### src/rtl/ntsc_cursor_ctrl.sv
// Button-driven cursor for the NTSC display: synchronizes and debounces four
// buttons per frame, and steps the cursor with auto-repeat during vertical blanking.
module ntsc_cursor_ctrl #(
    parameter int unsigned DEBOUNCE_FRAMES = 3,
    parameter int unsigned REPEAT_DELAY    = 20,
    parameter int unsigned REPEAT_RATE     = 4,
    parameter logic [5:0]  X_MIN           = 6'd10,
    parameter logic [5:0]  X_MAX           = 6'd56,
    parameter logic [5:0]  Y_MIN           = 6'd0,
    parameter logic [5:0]  Y_MAX           = 6'd30,
    parameter logic [5:0]  X_HOME          = 6'd33,
    parameter logic [5:0]  Y_HOME          = 6'd15
) (
    input  logic       ntscClock,
    input  logic       reset,
    input  logic       left_n,
    input  logic       right_n,
    input  logic       up_n,
    input  logic       down_n,
    input  logic [1:0] vState,
    output logic [5:0] ballX,
    output logic [5:0] ballY,
    output logic       moved
);

    localparam int unsigned DB_W  = $clog2(DEBOUNCE_FRAMES + 1);
    localparam int unsigned R_MAX = (REPEAT_DELAY > REPEAT_RATE) ? REPEAT_DELAY : REPEAT_RATE;
    localparam int unsigned RC_W  = $clog2(R_MAX + 1);

    typedef enum logic [1:0] {IDLE, DELAY, REPEAT} state_t;

    state_t          state;
    logic [3:0]      sync1, sync2, deb, deb_next;
    logic [DB_W-1:0] db_cnt      [4];
    logic [DB_W-1:0] db_cnt_next [4];
    logic [1:0]      vs_q, vs_q2;
    logic            frame_tick;
    logic [RC_W-1:0] rep_cnt, rep_inc;
    logic [3:0]      pair, pair_q;
    logic            step;
    logic [5:0]      nx, ny;

    // Button order in the vectors: 0 left, 1 right, 2 up, 3 down.
    assign frame_tick = (vs_q2 == 2'b00) && (vs_q == 2'b01);

    always_comb begin
        for (int unsigned i = 0; i < 4; i++) begin
            deb_next[i]    = deb[i];
            db_cnt_next[i] = db_cnt[i];
            if (frame_tick) begin
                if (sync2[i] != deb[i]) begin
                    if (db_cnt[i] + DB_W'(1) == DB_W'(DEBOUNCE_FRAMES)) begin
                        deb_next[i]    = sync2[i];
                        db_cnt_next[i] = '0;
                    end else begin
                        db_cnt_next[i] = db_cnt[i] + DB_W'(1);
                    end
                end else begin
                    db_cnt_next[i] = '0;
                end
            end
        end
    end

    // Direction uses the freshly debounced levels so a step lands on the completing tick.
    always_comb begin
        pair[3] = ~deb_next[1] &  deb_next[0];
        pair[2] = ~deb_next[0] &  deb_next[1];
        pair[1] = ~deb_next[3] &  deb_next[2];
        pair[0] = ~deb_next[2] &  deb_next[3];
    end

    assign rep_inc = (rep_cnt == '1) ? rep_cnt : rep_cnt + RC_W'(1);

    always_comb begin
        step = 1'b0;
        if (frame_tick && (pair != '0)) begin
            if (pair != pair_q)
                step = 1'b1;
            else if (state == DELAY && rep_inc == RC_W'(REPEAT_DELAY))
                step = 1'b1;
            else if (state == REPEAT && rep_inc == RC_W'(REPEAT_RATE))
                step = 1'b1;
        end
    end

    always_comb begin
        nx = ballX;
        ny = ballY;
        if (pair[3] && ballX < X_MAX)      nx = ballX + 6'd1;
        else if (pair[2] && ballX > X_MIN) nx = ballX - 6'd1;
        if (pair[1] && ballY < Y_MAX)      ny = ballY + 6'd1;
        else if (pair[0] && ballY > Y_MIN) ny = ballY - 6'd1;
    end

    always_ff @(posedge ntscClock or posedge reset) begin
        if (reset) begin
            sync1   <= '1;
            sync2   <= '1;
            deb     <= '1;
            for (int unsigned i = 0; i < 4; i++) db_cnt[i] <= '0;
            vs_q    <= 2'b00;
            vs_q2   <= 2'b00;
            state   <= IDLE;
            rep_cnt <= '0;
            pair_q  <= '0;
            ballX   <= X_HOME;
            ballY   <= Y_HOME;
            moved   <= 1'b0;
        end else begin
            sync1  <= {down_n, up_n, right_n, left_n};
            sync2  <= sync1;
            deb    <= deb_next;
            for (int unsigned i = 0; i < 4; i++) db_cnt[i] <= db_cnt_next[i];
            vs_q   <= vState;
            vs_q2  <= vs_q;
            moved  <= 1'b0;
            if (frame_tick) begin
                pair_q <= pair;
                if (pair == '0) begin
                    state   <= IDLE;
                    rep_cnt <= '0;
                end else if (pair != pair_q) begin
                    state   <= DELAY;
                    rep_cnt <= '0;
                end else begin
                    case (state)
                        DELAY: begin
                            if (step) begin
                                state   <= REPEAT;
                                rep_cnt <= '0;
                            end else begin
                                rep_cnt <= rep_inc;
                            end
                        end
                        REPEAT:  rep_cnt <= step ? '0 : rep_inc;
                        default: rep_cnt <= rep_inc;
                    endcase
                end
            end
            if (step) begin
                ballX <= nx;
                ballY <= ny;
                moved <= (nx != ballX) || (ny != ballY);
            end
        end
    end

endmodule

### config.mk
export PLATFORM = sky130hd
export DESIGN_NAME = ntsc_cursor_ctrl
export DESIGN_NICKNAME = d
export VERILOG_FILES = /design/src/rtl/ntsc_cursor_ctrl.sv
export SDC_FILE = /design/constraint.sdc
export NUM_CORES = 1
export LEC_CHECK = 0
export CORE_MARGIN = 2
export CORE_UTILIZATION = 35
export CTS_BUF_LIST = sky130_fd_sc_hd__clkbuf_2
export DETAILED_ROUTE_END_ITERATION = 12
export MAX_ROUTING_LAYER = met4
export PLACE_DENSITY = 0.61
export SYNTH_ARGS = -nofsm -noshare
export SYNTH_HDL_FRONTEND = slang
export SYNTH_SLANG_ARGS = --single-unit
export TNS_END_PERCENT = 10
### constraint.sdc
create_clock -name ntscClock -period 3.6 [get_ports ntscClock]
set_input_delay 0.54 -clock ntscClock [delete_from_list [all_inputs] [get_ports ntscClock]]
set_output_delay 0.54 -clock ntscClock [all_outputs]
set_load 0.01 [all_outputs]
==> results.md, run 1 <==
- Share of layout cells above drive strength 1: 14.7%
- Switching Fraction: 31.8%
- GP Congestion: 0.832
- Mapped Area: 2530 um^2
- Clk slew on worst S/H paths: 230 ps
- # IOs: 21
- Worst setup SP type: flip-flop
- CTS Buf Count: 5
- Global Route Usage Sum: 14.0%
- Internal: 0.000757 W
- Required time of the critical path: 3940 ps
- Reg power frac: 57.5%
- Crit path capture type: flip-flop
- Routed WL: 4620 um
- Port Buffer Count: 20
- Vias: 1,803
- Setup bufs post-CTS: 0
- CTS max path bufs: 2
- Area growth syn-to-layout: 12.4%
- ANT cells: 0
- Clock skew: 12.5 ps
- Endpoint, Worst Hold: sync2[1]
- R2r setup slk: 630 ps
- Die span in x: 89.0 um
- Synth area leader: dfrtp_1
- Area of the core: 6910 um^2
- Vias per cell: 5.08
- Pwr per Cell Area: 391 nW/um^2
- Synthesis-stage register bit count: 48
- Worst hold start: sync1[1]
- DP Area: 2800 um^2
- CTS tree: done
- WP data arrival: 3310 ps
- Rows: 30
- Final Power: 0.00111 W
- Nets@finish: 278
- Combinational Power Share: 22.8%
- Floorplan die height: 89.0 um
- Worst-path fanout max: 17
- Pre-Repair DR Iteration Count: 4
- Synth Area in XOR/XNOR: 5.54%
- Main combinational cell family by area after synthesis: simple AND/OR/NAND/NOR gates
- Hold Fails Final Rpt: 0
- Residual DRC count: 0
- Clk root buf: clkbuf_2
- Skew-Pair Late Insertion Delay: 410 ps
- Worst r2r src: vs_q2[1]
- RSZ-0062 raised after global routing: no
- Net Count, Synth: 260
- Post-synthesis adder-cell area fraction: 5.94%
- Cts hold-fix bufs: 0
- Post-synthesis simple-gate area fraction: 18.9%
- Syn_area_per_cell: 10.5 um^2
- Max Transition Viols Final: 0
- Ranking of synthesized cells by area: dfrtp_1 (30%), dfstp_2 (19%), ha_1 (5.9%)
- Worst-margin pin slew: 982 ps
- Post-route ant nets: 0
- Vias in the first global route: 1,848
- Post-synthesis mux area share: 3.86%
- Largest net degree at the start of global routing: 49
- Rel. slew slack: 34.4%
- Max Fclk: 337 MHz
- Global route overflow: 0
- Ys flop type: dfrtp_1
- WL/cell: 13.0 um
- NetSw: 0.000354 W
- Most frequent cells in the layout: nand2_1 (31), dfrtp_1 (30), clkdlybuf4s50_1 (20)
- Number of H-tree levels: 2
- CTS resizes: 0
- Most common cell after layout, fill and taps aside: nand2_1
- CTS sink cnt: 48
- DRT iter0 DRCs: 103
- R2R cell count: 10
- Post-synth top area share: 29.7%
- Total Neg Setup Slack: 0 ps
- Die Area: 7920 um^2
- First-pass GRT wire length: 8480 um
- Min cycle time layout: 2970 ps
- MaxCap Viol Count: 0
- Worst vdd ir: 0.155 mV
- Antenna violations before repair: 0
- Syn. warnings: 0
- Terminus of the critical flop-to-flop path: ballY[5]
- Clock group share of total power: 19.6%
- Initial Util: 36.6%
- Hold Path Class: flip-flop to flip-flop
- FFs w/ async S/R, synth: 100%
- Hold Path Stages: 0
- Post-detail-place hpwl: 3180 um
- Synth Area in Compound Gates: 13.2%
- LEAKAGE: 1.24 nW
- Status: finished clean
- Crit share post-route: 82.4%
- WS Path Type: flip-flop to flip-flop
- Final setup vio count: 0
- Gate Count Post-Synth: 240
- Netlist cell types: 49
- Seq/Total Area, Yosys: 48.4%
- Final Cell Area: 2840 um^2
- Post-synth EDFFs: 0
- FILL cells: 691
through the flow:
step / worst slack [ps] / util [%] / hold WS (ps) / instances
4_1_cts: 573 / 41.1 / 375 / 355
3_3_place_gp: 670 / 40.6 / 346 / 347
5_1_grt: 289 / 41.1 / 381 / 355
6_report: 632 / 41.1 / 372 / 355
2_1_floorplan: 936 / - / 345 / 240
3_5_place_dp: 587 / 40.6 / 348 / 347
kinds of logic (layout without fill, tap and decap cells):
group,after synthesis,count (layout)
and+or+nand+nor,86,86
DFF,48,48
AOI/OAI and AO/OA,45,45
buffers and inverters,24,43
xor gates and xnor gates,16,16
adders and majority gates,12,12
muxes,9,9
power groups by stage:
stage | combinational (W) | sequential [W] | clock [W]
3_5_place_dp | 0.000255 | 0.000648 | 0
3_3_place_gp | 0.000251 | 0.000647 | 0
6_report | 0.000254 | 0.000639 | 0.000218
4_1_cts | 0.000256 | 0.000639 | 0.000237
2_1_floorplan | 0.000203 | 0.000637 | 0
5_1_grt | 0.000285 | 0.000649 | 0.000258
worst max path at each step:
stage,cells past startpoint,from,endpoint
3_5_place_dp,10,vs_q2[1],ballY[5]
2_1_floorplan,9,vs_q2[1],ballY[5]
5_1_grt,10,vs_q2[1],ballY[5]
4_1_cts,10,vs_q2[1],ballY[5]
6_report,10,vs_q2[1],ballY[5]
3_3_place_gp,10,vs_q2[1],ballY[5]
routing by layer:
layer	part of all wire (%)	GRT usage, %	up-vias
li1	-	-	888
met1	48	18.5	882
met2	48	21.3	25
met3	2.3	2.77	8
met4	2.1	5.83	0
met5	0	-	-
flip-flops by register name, indices dropped and copies added, names as in the netlist:
register / count
vs_q: 2
state: 2
sync1: 4
deb: 4
moved: 1
pair_q: 4
ballX: 6
ballY: 6
rep_cnt: 5
db_cnt: 8
sync2: 4
vs_q2: 2
critical path, stage by stage, from the launching register on:
cell and delay, ps:
dfrtp_1 450, nor4b_4 450, nand3b_1 140, mux2i_1 230
inv_1 90, ha_1 290, xnor2_1 220, nand4_1 210
a2bb2oi_4 410, nor3_1 120, mux2_2 280
cells in the mapped netlist (all sizes together), types with 7 or more instances:
| library cell | n |
|---|---|
| ha | 12 |
| dfrtp | 30 |
| o21ai | 7 |
| a21oi | 13 |
| nand3 | 10 |
| inv | 14 |
| nor3 | 8 |
| nand4 | 10 |
| nand2 | 31 |
| xnor2 | 11 |
| dfstp | 18 |
| clkbuf | 8 |
final cells by class:
cell class | count | area [um^2] | area share, %
flip-flops and latches | 48 | 1220 | 43.1
clock inverters | 1 | 3.75 | 0.132
well taps | 96 | 120 | 4.23
clock buffers | 7 | 35.0 | 1.23
multi-input cells | 168 | 1200 | 42.2
inverters | 14 | 52.6 | 1.85
repair buffers | 21 | 208 | 7.31
(Power assumes the default switching activity.)
==> run 2: changes to the inputs <==
--- a/config.mk
+++ b/config.mk
@@ -10,7 +10,7 @@
 export CTS_BUF_LIST = sky130_fd_sc_hd__clkbuf_2
 export DETAILED_ROUTE_END_ITERATION = 12
 export MAX_ROUTING_LAYER = met4
-export PLACE_DENSITY = 0.61
+export PLACE_DENSITY = 0.63
 export SYNTH_ARGS = -nofsm -noshare
 export SYNTH_HDL_FRONTEND = slang
 export SYNTH_SLANG_ARGS = --single-unit
==> constraint.sdc (replaced) <==
create_clock -name ntscClock -period 2.4 [get_ports ntscClock]
set_input_delay 0.36 -clock ntscClock [delete_from_list [all_inputs] [get_ports ntscClock]]
set_output_delay 0.36 -clock ntscClock [all_outputs]
set_load 0.01 [all_outputs]
==> run 2 against run 1 <==
Against the previous run:
- the run now ends with negative setup slack left
- critical path depth up 1
- global-route usage about the same
- combinational power rose by 140%
- register-to-register slack worse by 890 ps
- critical path type unchanged
- critical endpoint is now ballX[4]
- largest power group unchanged
- highest routed layer unchanged
==> results.md, run 2 (synthesis gave the netlist of run 1 again) <==
- CTS Buf Count: 5 (unchanged)
- CTS tree: done
- Die Area: 7920 um^2 (unchanged)
- Nets@finish: 305 (+9.7%)
- # IOs: 21 (unchanged)
- Residual DRC count: 0 (unchanged)
- Skew-Pair Late Insertion Delay: 420 ps (about the same)
- Port Buffer Count: 20 (unchanged)
- Rel. slew slack: 62.2% (+28 points)
- Required time of the critical path: 2730 ps (-1210 ps)
- Final worst slack: -256 ps (-888 ps)
- Largest net degree at the start of global routing: 29 (-41%)
- Post-route ant nets: 0 (unchanged)
- Final Cell Area: 3250 um^2 (+14%)
- RSZ-0062 raised after global routing: yes
- Area growth syn-to-layout: 28.7%
- Global route overflow: 0 (unchanged)
- WS Path Type: flip-flop to flip-flop
- Final setup vio count: 16 (+16)
- Hold Fails Final Rpt: 0 (unchanged)
- LEAKAGE: 1.42 nW (+14%)
- Max FFs per register: 8 (unchanged)
- Failing checks: negative setup slack
- DRT iter0 DRCs: 77 (-25%)
- Min cycle time layout: 2660 ps (-312 ps)
- Vias: 1,923 (+6.7%)
- Crit path from: vs_q2[0]
- Die span in x: 89.0 um (unchanged)
- GP Congestion: 0.846 (+1.7%)
- CTS sink cnt: 48 (unchanged)
- MaxCap Viol Count: 0 (unchanged)
- Pre-Repair DR Iteration Count: 4 (unchanged)
- Crit path cell chain: nor4b_4, buf_4, nand3b_1, mux2_4, ha_4, xnor2_2, nand4_1, a2bb2oi_4, buf_12, a21oi_2, o22a_1
- Regs by FF count: db_cnt x8, ballX x6, ballY x6
- Pwr per Cell Area: 586 nW/um^2 (+50%)
- First-pass GRT wire length: 8470 um (about the same)
- Area of the core: 6910 um^2 (unchanged)
- Largest Register: db_cnt
- Slowest library cell on the worst path: dfrtp_1
- Final core occ: 47.1% (+6.0 points)
- Max Fclk: 377 MHz (+12%)
- Worst vdd ir: 0.392 mV (+150%)
- Global Route Usage Sum: 14.1% (+0.014 points)
- Most frequent cells in the layout: nand2_1 (30), dfrtp_1 (30), buf_4 (23)
- CTS max path bufs: 2 (unchanged)
- Worst-path fanout max: 6 (-11)
- Crit share post-route: 111% (+28 points)
- Worst r2r src: vs_q2[0]
- ANT cells: 0 (unchanged)
- Rows: 30 (unchanged)
- Floorplan die height: 89.0 um (unchanged)
- Crit path capture type: flip-flop
- Worst setup SP type: flip-flop
- Vias in the first global route: 1,846 (-0.11%)
- Clk slew on worst S/H paths: 250 ps (+20 ps)
- DP Area: 3050 um^2 (+8.8%)
- Initial Util: 36.6% (unchanged)
- Share of layout cells above drive strength 1: 30.8% (+16 points)
- Post-detail-place hpwl: 3540 um (+11%)
- Vias per cell: 5.03 (-0.88%)
- Clock skew: 23.8 ps (+11.2 ps)
- Status: complete, but fails checks
- WP data arrival: 2980 ps (-330 ps)
- WL/cell: 13.2 um (+1.6%)
- Number of H-tree levels: 2 (unchanged)
- Antenna violations before repair: 0 (unchanged)
- Max Transition Viols Final: 0 (unchanged)
- Worst-margin pin slew: 565 ps (-417 ps)
- Slowest stage delay, CP: 460 ps (about the same)
- Hold Path Class: input port to asynchronous set/reset pin
- Routed WL: 5050 um (+9.3%)
- Clk root buf: clkbuf_2
[run 2: cell types whose count changed in the layout (fill, tap and decap cells not counted), sizes merged]
cell | previous run | this run
buf | 1 | 27
clkinvlp | 0 | 1
[run 2: worst paths after layout]
check	end	slack, ps	cells after the start
max in group asynchronous	ballY[0]	1580	3
setup / recovery	ballX[4]	-260	11
hold / removal	db_cnt[3]	220	2
hold reg to reg	sync2[3]	340	0
min in group ntscClock	sync1[2]	330	1
setup reg to reg	ballX[4]	-260	11
[run 2: cell type report]
cell class | count | area [um^2]
Sequential cell | 48 | 1220
Tap cell | 96 | 120
Clock buffer | 6 | 30.0
Fill cell | 647 | 3650
Timing Repair Buffer | 48 | 460
Inverter | 14 | 52.6
Clock inverter | 2 | 12.5
Multi-Input combinational cell | 168 | 1350
[run 2: metrics by stage]
step	setup slack [ps]	cells	hold WS, ps	total power (W)	setup TNS, ps
after floorplan	-152	240	345	0.00130	-1320
after global placement	-212	369	346	0.00148	-2710
after detailed placement	-323	369	347	0.00149	-3770
after CTS	-250	379	202	0.00187	-2890
after global routing	-519	382	198	0.00203	-8030
final	-256	382	222	0.00191	-3130
[run 2: critical path, delay by kind of cell (launching register included)]
kind	cells	cell delay [ps]
and+or+nand+nor	3	540
buffers and inverters	2	340
xor gates and xnor gates	1	160
adders and majority gates	1	180
DFF	1	460
muxes	1	340
AOI/OAI and AO/OA	3	530
[run 2: metal layers]
layer  share of wire, %  up-vias  GRT usage (%)  wire [um]
li1                   -      939              -          -
met1                 49      945           18.9       2450
met2                 47       34           21.8       2380
met3                3.1        5           2.77        155
met4                1.2        0           4.07         63
met5                  0        -              -          0
[run 2: timing repair]
| item | in CTS | in global routing |
|---|---|---|
| gates cloned | 0 | 1 |
| setup endpoints to repair | 20 | 20 |
| hold buffers | 0 | 0 |
| hold endpoints to repair | 0 | 0 |
| pin swaps | 7 | 10 |
| gates resized for setup | 10 | 10 |
| setup buffers | 2 | 2 |
[run 2: power breakdown]
part | switching [W] | internal [W]
combinational | 0.000288 | 0.000328
clock | 0.000252 | 0.0000743
sequential | 0.0000647 | 0.000898
total | 0.000605 | 0.00130
